**config.mk**
```make
export PLATFORM = sky130hd
export DESIGN_NAME = fetch_unit_flat
export DESIGN_NICKNAME = d
export VERILOG_FILES = /design/src/rtl/fetch_pkg.sv /design/src/rtl/fetch_if.sv /design/src/rtl/fetch_fifo.sv /design/src/rtl/fetch_unit.sv /design/src/flat_wrapper.sv
export SDC_FILE = /design/constraint.sdc
export NUM_CORES = 1
export LEC_CHECK = 0
export ABC_AREA = 1
export BUFFER_PORTS_ARGS = -buffer_cell sky130_fd_sc_hd__buf_2
export CAP_MARGIN = 20
export CORE_UTILIZATION = 40
export CTS_BUF_LIST = sky130_fd_sc_hd__clkbuf_8 sky130_fd_sc_hd__clkbuf_16
export DETAILED_ROUTE_END_ITERATION = 8
export MAX_ROUTING_LAYER = met4
export PLACE_DENSITY = 0.72
export REMOVE_ABC_BUFFERS = 1
export SLEW_MARGIN = 40
export SYNTH_ARGS = -nofsm -noshare
export SYNTH_HDL_FRONTEND = slang
export SYNTH_SLANG_ARGS = --single-unit
```
**constraint.sdc**
```tcl
create_clock -name clk -period 7.9 [get_ports clk]
set_clock_uncertainty 0.2 [all_clocks]
set_input_delay 1.58 -clock clk [delete_from_list [all_inputs] [get_ports clk]]
set_output_delay 1.58 -clock clk [all_outputs]
set_load 0.1 [all_outputs]
```
**src/rtl/fetch_pkg.sv**
```systemverilog
// fetch_pkg: shared constants for the instruction fetch stage
package fetch_pkg;
    localparam int XLEN = 32;
    localparam logic [31:0] RESET_PC = 32'h0000_0000;
    localparam int INSTR_BYTES = 4;
    localparam logic [31:0] NOP = 32'h0000_0013;
endpackage

```
**src/rtl/fetch_if.sv**
```systemverilog
// fetch_if: instruction-memory, decode and redirect signals of the fetch stage
interface fetch_if import fetch_pkg::*; #(
    parameter int W = XLEN
) ();
    logic         imem_req;
    logic [W-1:0] imem_addr;
    logic         imem_gnt;
    logic         imem_rvalid;
    logic [W-1:0] imem_rdata;
    logic         instr_valid;
    logic [W-1:0] instr;
    logic [W-1:0] instr_pc;
    logic         instr_ready;
    logic         redirect;
    logic [W-1:0] redirect_pc;
    modport master (
        output imem_req, imem_addr, instr_valid, instr, instr_pc,
        input  imem_gnt, imem_rvalid, imem_rdata, instr_ready, redirect, redirect_pc
    );
    modport slave (
        input  imem_req, imem_addr, instr_valid, instr, instr_pc,
        output imem_gnt, imem_rvalid, imem_rdata, instr_ready, redirect, redirect_pc
    );
endinterface

```
**src/rtl/fetch_fifo.sv**
```systemverilog
// fetch_fifo: instruction buffer; flush beats push, a pop during flush is harmless
module fetch_fifo import fetch_pkg::*; #(
    parameter int XLEN = fetch_pkg::XLEN,
    parameter int DEPTH = 2,
    localparam int AW = (DEPTH > 1) ? $clog2(DEPTH) : 1,
    localparam int CW = $clog2(DEPTH + 1)
) (
    input  logic            clk,
    input  logic            rst,
    input  logic            push_i,
    input  logic            pop_i,
    input  logic            flush_i,
    input  logic [XLEN-1:0] data_i,
    output logic [XLEN-1:0] data_o,
    output logic [CW-1:0]   count_o,
    output logic            empty_o
);
    logic [XLEN-1:0] mem_q [DEPTH];
    logic [AW-1:0]   rd_q, wr_q;
    logic [CW-1:0]   cnt_q;
    function automatic logic [AW-1:0] inc(input logic [AW-1:0] p);
        return (p == AW'(DEPTH - 1)) ? '0 : p + 1'b1;
    endfunction
    always_ff @(posedge clk or posedge rst) begin
        if (rst) begin
            rd_q  <= '0;
            wr_q  <= '0;
            cnt_q <= '0;
            for (int i = 0; i < DEPTH; i++) mem_q[i] <= '0;
        end else if (flush_i) begin
            rd_q  <= '0;
            wr_q  <= '0;
            cnt_q <= '0;
        end else begin
            if (push_i) begin
                mem_q[wr_q] <= data_i;
                wr_q        <= inc(wr_q);
            end
            if (pop_i) rd_q <= inc(rd_q);
            cnt_q <= cnt_q + CW'(push_i) - CW'(pop_i);
        end
    end
    assign data_o  = mem_q[rd_q];
    assign count_o = cnt_q;
    assign empty_o = (cnt_q == '0);
endmodule

```
**src/rtl/fetch_unit.sv**
```systemverilog
// fetch_unit: program counter, in-flight tracking and credit-based request issue
module fetch_unit import fetch_pkg::*; #(
    parameter int XLEN = fetch_pkg::XLEN,
    parameter logic [XLEN-1:0] RESET_PC = XLEN'(fetch_pkg::RESET_PC),
    parameter int DEPTH = 2
) (
    input logic     clk,
    input logic     rst,
    fetch_if.master bus
);
    localparam int CW = $clog2(DEPTH + 1);
    logic [XLEN-1:0] pc_q, pc_d, head_pc_q, head_pc_d, target, head_word;
    logic [CW-1:0]   out_q, out_d, drop_q, drop_d, count;
    logic [CW:0]     occ;
    logic            pop, rsp, push, req, fire, empty;
    // out_q counts every granted word still in flight, including those marked for dropping
    assign target = bus.redirect_pc & ~XLEN'(3);
    assign pop    = ~empty & bus.instr_ready;
    assign rsp    = bus.imem_rvalid & (out_q != '0);
    assign occ    = {1'b0, out_q} + {1'b0, count} - (CW+1)'(pop);
    assign req    = ~rst & ~bus.redirect & (occ < (CW+1)'(DEPTH));
    assign fire   = req & bus.imem_gnt;
    assign push   = rsp & (drop_q == '0) & ~bus.redirect;
    always_comb begin
        pc_d      = bus.redirect ? target : fire ? pc_q + XLEN'(INSTR_BYTES) : pc_q;
        head_pc_d = bus.redirect ? target : pop ? head_pc_q + XLEN'(INSTR_BYTES) : head_pc_q;
        out_d     = out_q + CW'(fire) - CW'(rsp);
        drop_d    = bus.redirect ? out_q - CW'(rsp) : drop_q - CW'(rsp & (drop_q != '0));
    end
    always_ff @(posedge clk or posedge rst) begin
        if (rst) begin
            pc_q      <= RESET_PC;
            head_pc_q <= RESET_PC;
            out_q     <= '0;
            drop_q    <= '0;
        end else begin
            pc_q      <= pc_d;
            head_pc_q <= head_pc_d;
            out_q     <= out_d;
            drop_q    <= drop_d;
        end
    end
    fetch_fifo #(.XLEN(XLEN), .DEPTH(DEPTH)) u_fifo (
        .clk     (clk),
        .rst     (rst),
        .push_i  (push),
        .pop_i   (pop),
        .flush_i (bus.redirect),
        .data_i  (bus.imem_rdata),
        .data_o  (head_word),
        .count_o (count),
        .empty_o (empty)
    );
    assign bus.imem_req    = req;
    assign bus.imem_addr   = pc_q;
    assign bus.instr_valid = ~empty;
    assign bus.instr       = head_word;
    assign bus.instr_pc    = head_pc_q;
endmodule
```
**src/flat_wrapper.sv**
```systemverilog
// flat-port wrapper written by rule: the top's interface ports become plain ports
module fetch_unit_flat import fetch_pkg::*;
#(
    parameter int XLEN = fetch_pkg::XLEN,
    parameter logic [XLEN-1:0] RESET_PC = XLEN'(fetch_pkg::RESET_PC),
    parameter int DEPTH = 2
)
  (clk, rst, bus_imem_req, bus_imem_addr, bus_instr_valid, bus_instr, bus_instr_pc, bus_imem_gnt, bus_imem_rvalid, bus_imem_rdata, bus_instr_ready, bus_redirect, bus_redirect_pc);
  fetch_if bus_i ();
  input logic clk;
  input logic rst;
  output wire logic [$bits(bus_i.imem_req)-1:0] bus_imem_req;
  output wire logic [$bits(bus_i.imem_addr)-1:0] bus_imem_addr;
  output wire logic [$bits(bus_i.instr_valid)-1:0] bus_instr_valid;
  output wire logic [$bits(bus_i.instr)-1:0] bus_instr;
  output wire logic [$bits(bus_i.instr_pc)-1:0] bus_instr_pc;
  input wire logic [$bits(bus_i.imem_gnt)-1:0] bus_imem_gnt;
  input wire logic [$bits(bus_i.imem_rvalid)-1:0] bus_imem_rvalid;
  input wire logic [$bits(bus_i.imem_rdata)-1:0] bus_imem_rdata;
  input wire logic [$bits(bus_i.instr_ready)-1:0] bus_instr_ready;
  input wire logic [$bits(bus_i.redirect)-1:0] bus_redirect;
  input wire logic [$bits(bus_i.redirect_pc)-1:0] bus_redirect_pc;
  assign bus_imem_req = bus_i.imem_req;
  assign bus_imem_addr = bus_i.imem_addr;
  assign bus_instr_valid = bus_i.instr_valid;
  assign bus_instr = bus_i.instr;
  assign bus_instr_pc = bus_i.instr_pc;
  assign bus_i.imem_gnt = bus_imem_gnt;
  assign bus_i.imem_rvalid = bus_imem_rvalid;
  assign bus_i.imem_rdata = bus_imem_rdata;
  assign bus_i.instr_ready = bus_instr_ready;
  assign bus_i.redirect = bus_redirect;
  assign bus_i.redirect_pc = bus_redirect_pc;
  fetch_unit #(.XLEN(XLEN), .RESET_PC(RESET_PC), .DEPTH(DEPTH)) u_core (.clk(clk), .rst(rst), .bus(bus_i));
endmodule
```
==> reports/metrics.yaml <==
insertion_delay_ns: 0.42
clockRootBuffer: "clkbuf_16"
met2_length_um: 10010
cts_resized: 0
top_layer: "met4"
hp-class: "register to register"
path_cells: "buf_2, nand2_2, inv_1, ha_1, or2_2, fa_1, nand2_2, nor2_4, nand2_1, inv_1, buf_2"
grt_max_degree: 74
crit_required_ns: 6.12
initial_utilization: 0.4083
max_slew_margin: 0.5273
antenna_cells: 0
start_kind: "input pin"
synth_edf_count: 0
drtAntennaViolNets: 0
clockBufferDepth: 2
tritoncts: "built"
endpoint_kind: "primary output"
internal-power_mw: 1.665
cp_max_fo: 5
drv_slew: 0
switchingPower_mw: 2.206
ys_seq_area_frac: 0.4325
grt.overflow.total: 0
yosysWarnings: 0
track_usage: 0.2228
yosys.area_share.adder: 0.01737
dp_hpwl_um: 14730
clock-sinks: 132
synth-main-ff-cell: "dfrtp_1"
dp_slack_ns: 2.457
syn_area_sq_um: 7637
layout_commonest_cell: "nand2_1"
hp-start: "u_core.u_fifo.mem_q[63]"
max_cap_viol_count: 0
drc: 0
rsz0062_at_grt: "false"
fp.dieH_um: 140.2
setup_slack_ns: 2.460
met3_length_um: 1089
postSynthAreaPerCell_sq_um: 7.111
htreeDepth: 4
drt-initial-drc-count: 411
die_area_sq_um: 19650
swShare: 0.5699
total_power_mw: 3.870
status: "complete, no violations"
vias: 7271
whs_ns: 0.2819
grt_pass1_wl_um: 33240
synth_compound_area_frac: 0.09502
async_flop_share: 1.000
fp-row-count: 50
cp_slowest_stage_delay_ns: 0.50
power.leakage_nw: 4.828
finalHoldViolations: 0
p_clk_frac: 0.202
crit_slowest_cell: "fa_1"
max_freq_ghz: 0.1838
hold_buffers: 0
pwr-share-comb: 0.522
yosys.area_share.simple: 0.3327
vias_per_cell: 4.940
r2r_start: "u_core.u_fifo.count_o[1]"
setup_viol: 0
min_period_over_period: 0.6886
drt_pre_antenna_iters: 5
stdcell_count: 1472
ys_seq_elements: 132
powerDensity_nw_per_um2: 422.1
fillers: 1846
antenna_found_initial: 0
synth_top_family_by_area: "simple AND/OR/NAND/NOR gates"
critical_path_class: "input pin to primary output"
synth_xor_area_frac: 0.02638
area_growth_pct: 20.05
grt_pass1_vias: 6688
nets: 1305
ir_worst_vdd_mv: 0.2399
period_needed_ns: 5.440
final_cell_mix: "414 x nand2_1, 161 x buf_2, 132 x dfrtp_1"
clk_pin_slew_ns: 0.06
wl_per_cell_um: 14.05
synth_cell_types: 40
tightestPinTransition_ns: 0.7091
met1Wirelength_um: 9179
pwr-share-seq: 0.276
port_buffers: 161
fin_setup_tns_ns: 0
arrival_ns: 3.66
routed_wl_um: 20690
drive_gt1_frac: 0.1922
crit_start: "bus_instr_ready"
cts_buffers: 17
post_cts_buffers: 0
synth_mux_area_frac: 0
core_sq_um: 18710
placed_cells: 1439
netlist_instances: 1074
die_x_um: 140.2
gp_congestion: 0.9136
boundaryPins: 168
area by class of cell:
| cell class | instances | area, sq um | share of cell area |
|---|---|---|---|
| well taps | 234 | 292.8 | 0.03193 |
| clock buffers | 17 | 425.4 | 0.04640 |
| inverters | 131 | 496.7 | 0.05418 |
| repair buffers | 168 | 874.6 | 0.09539 |
| clock inverters | 15 | 160.2 | 0.01747 |
| flip-flops and latches | 132 | 3303 | 0.3603 |
| multi-input cells | 775 | 3616 | 0.3944 |
through the flow:
step / util / cell area [sq um]
after detailed placement: 0.4577 / 8561
final: 0.4902 / 9169
after floorplan: - / 7411
after global routing: 0.4902 / 9169
after CTS: 0.4890 / 9146
after global placement: 0.4575 / 8557
cell families (layout without fill, tap and decap cells):
kind of cell	after synthesis	count (layout)
compound gates	130	130
xor+xnor	23	23
fa+ha+maj	10	10
buf+inv	170	331
flops	132	132
other cells	1	4
simple gates	608	608
worst max-delay path, delay by kind of cell:
family        cells  cell delay [ns]
buf+inv           4             0.63
fa+ha+maj         2             0.77
simple gates      5             0.69
path summary, 6_finish.rpt:
path / end / slack [ns] / depth (start not counted)
hold reg to reg: u_core.u_fifo.mem_q[63] / 0.28 / 2
max in group asynchronous: u_core.u_fifo.mem_q[61] / 5.38 / 3
setup reg to reg: u_core.out_q[1] / 4.73 / 13
setup / recovery: bus_imem_req / 2.46 / 11
hold / removal: u_core.u_fifo.mem_q[63] / 0.28 / 2
min in group asynchronous: u_core.u_fifo.count_o[1] / 1.04 / 2
cell usage after synthesis, types with 6 or more instances:
cell type / number / share of area
nand2_1: 414 / 0.20
nor2_2: 6 / 0.0049
buf_4: 10 / 0.0098
dfrtp_1: 132 / 0.43
nand3_1: 69 / 0.045
nor2_1: 83 / 0.041
o211ai_1: 12 / 0.012
buf_2: 11 / 0.0072
inv_1: 126 / 0.062
nand4_1: 7 / 0.0057
nor2_4: 7 / 0.010
ha_1: 9 / 0.015
clkbuf_1: 11 / 0.0054
xnor2_1: 6 / 0.0069
xor2_1: 17 / 0.019
nand2_2: 9 / 0.0074
o21ai_1: 27 / 0.018
a21oi_1: 7 / 0.0046
o21ai_0: 70 / 0.046
routing by layer:
layer  up-vias  GRT usage
met5         -          -
li1       3638          -
met2       225     0.3574
met4         0    0.07750
met3        32    0.03795
met1      3376     0.2845
registers in the layout, indices dropped and copies added (netlist names):
signal,flops
u_core.bus.imem_addr,30
u_core.bus.instr_pc,30
u_core.drop_q,2
u_core.out_q,2
u_core.u_fifo.count_o,2
u_core.u_fifo.mem_q,64
u_core.u_fifo.rd_q,1
u_core.u_fifo.wr_q,1
power groups by stage:
stage	Combinational (mW)	Sequential, mW	Clock, mW
2_1_floorplan	1.26	1.48	0
3_3_place_gp	2.01	1.07	0
3_5_place_dp	2.03	1.08	0
4_1_cts	2.03	1.07	0.789
5_1_grt	2.15	1.10	0.820
6_report	2.02	1.07	0.780
(Power assumes the default switching activity.)
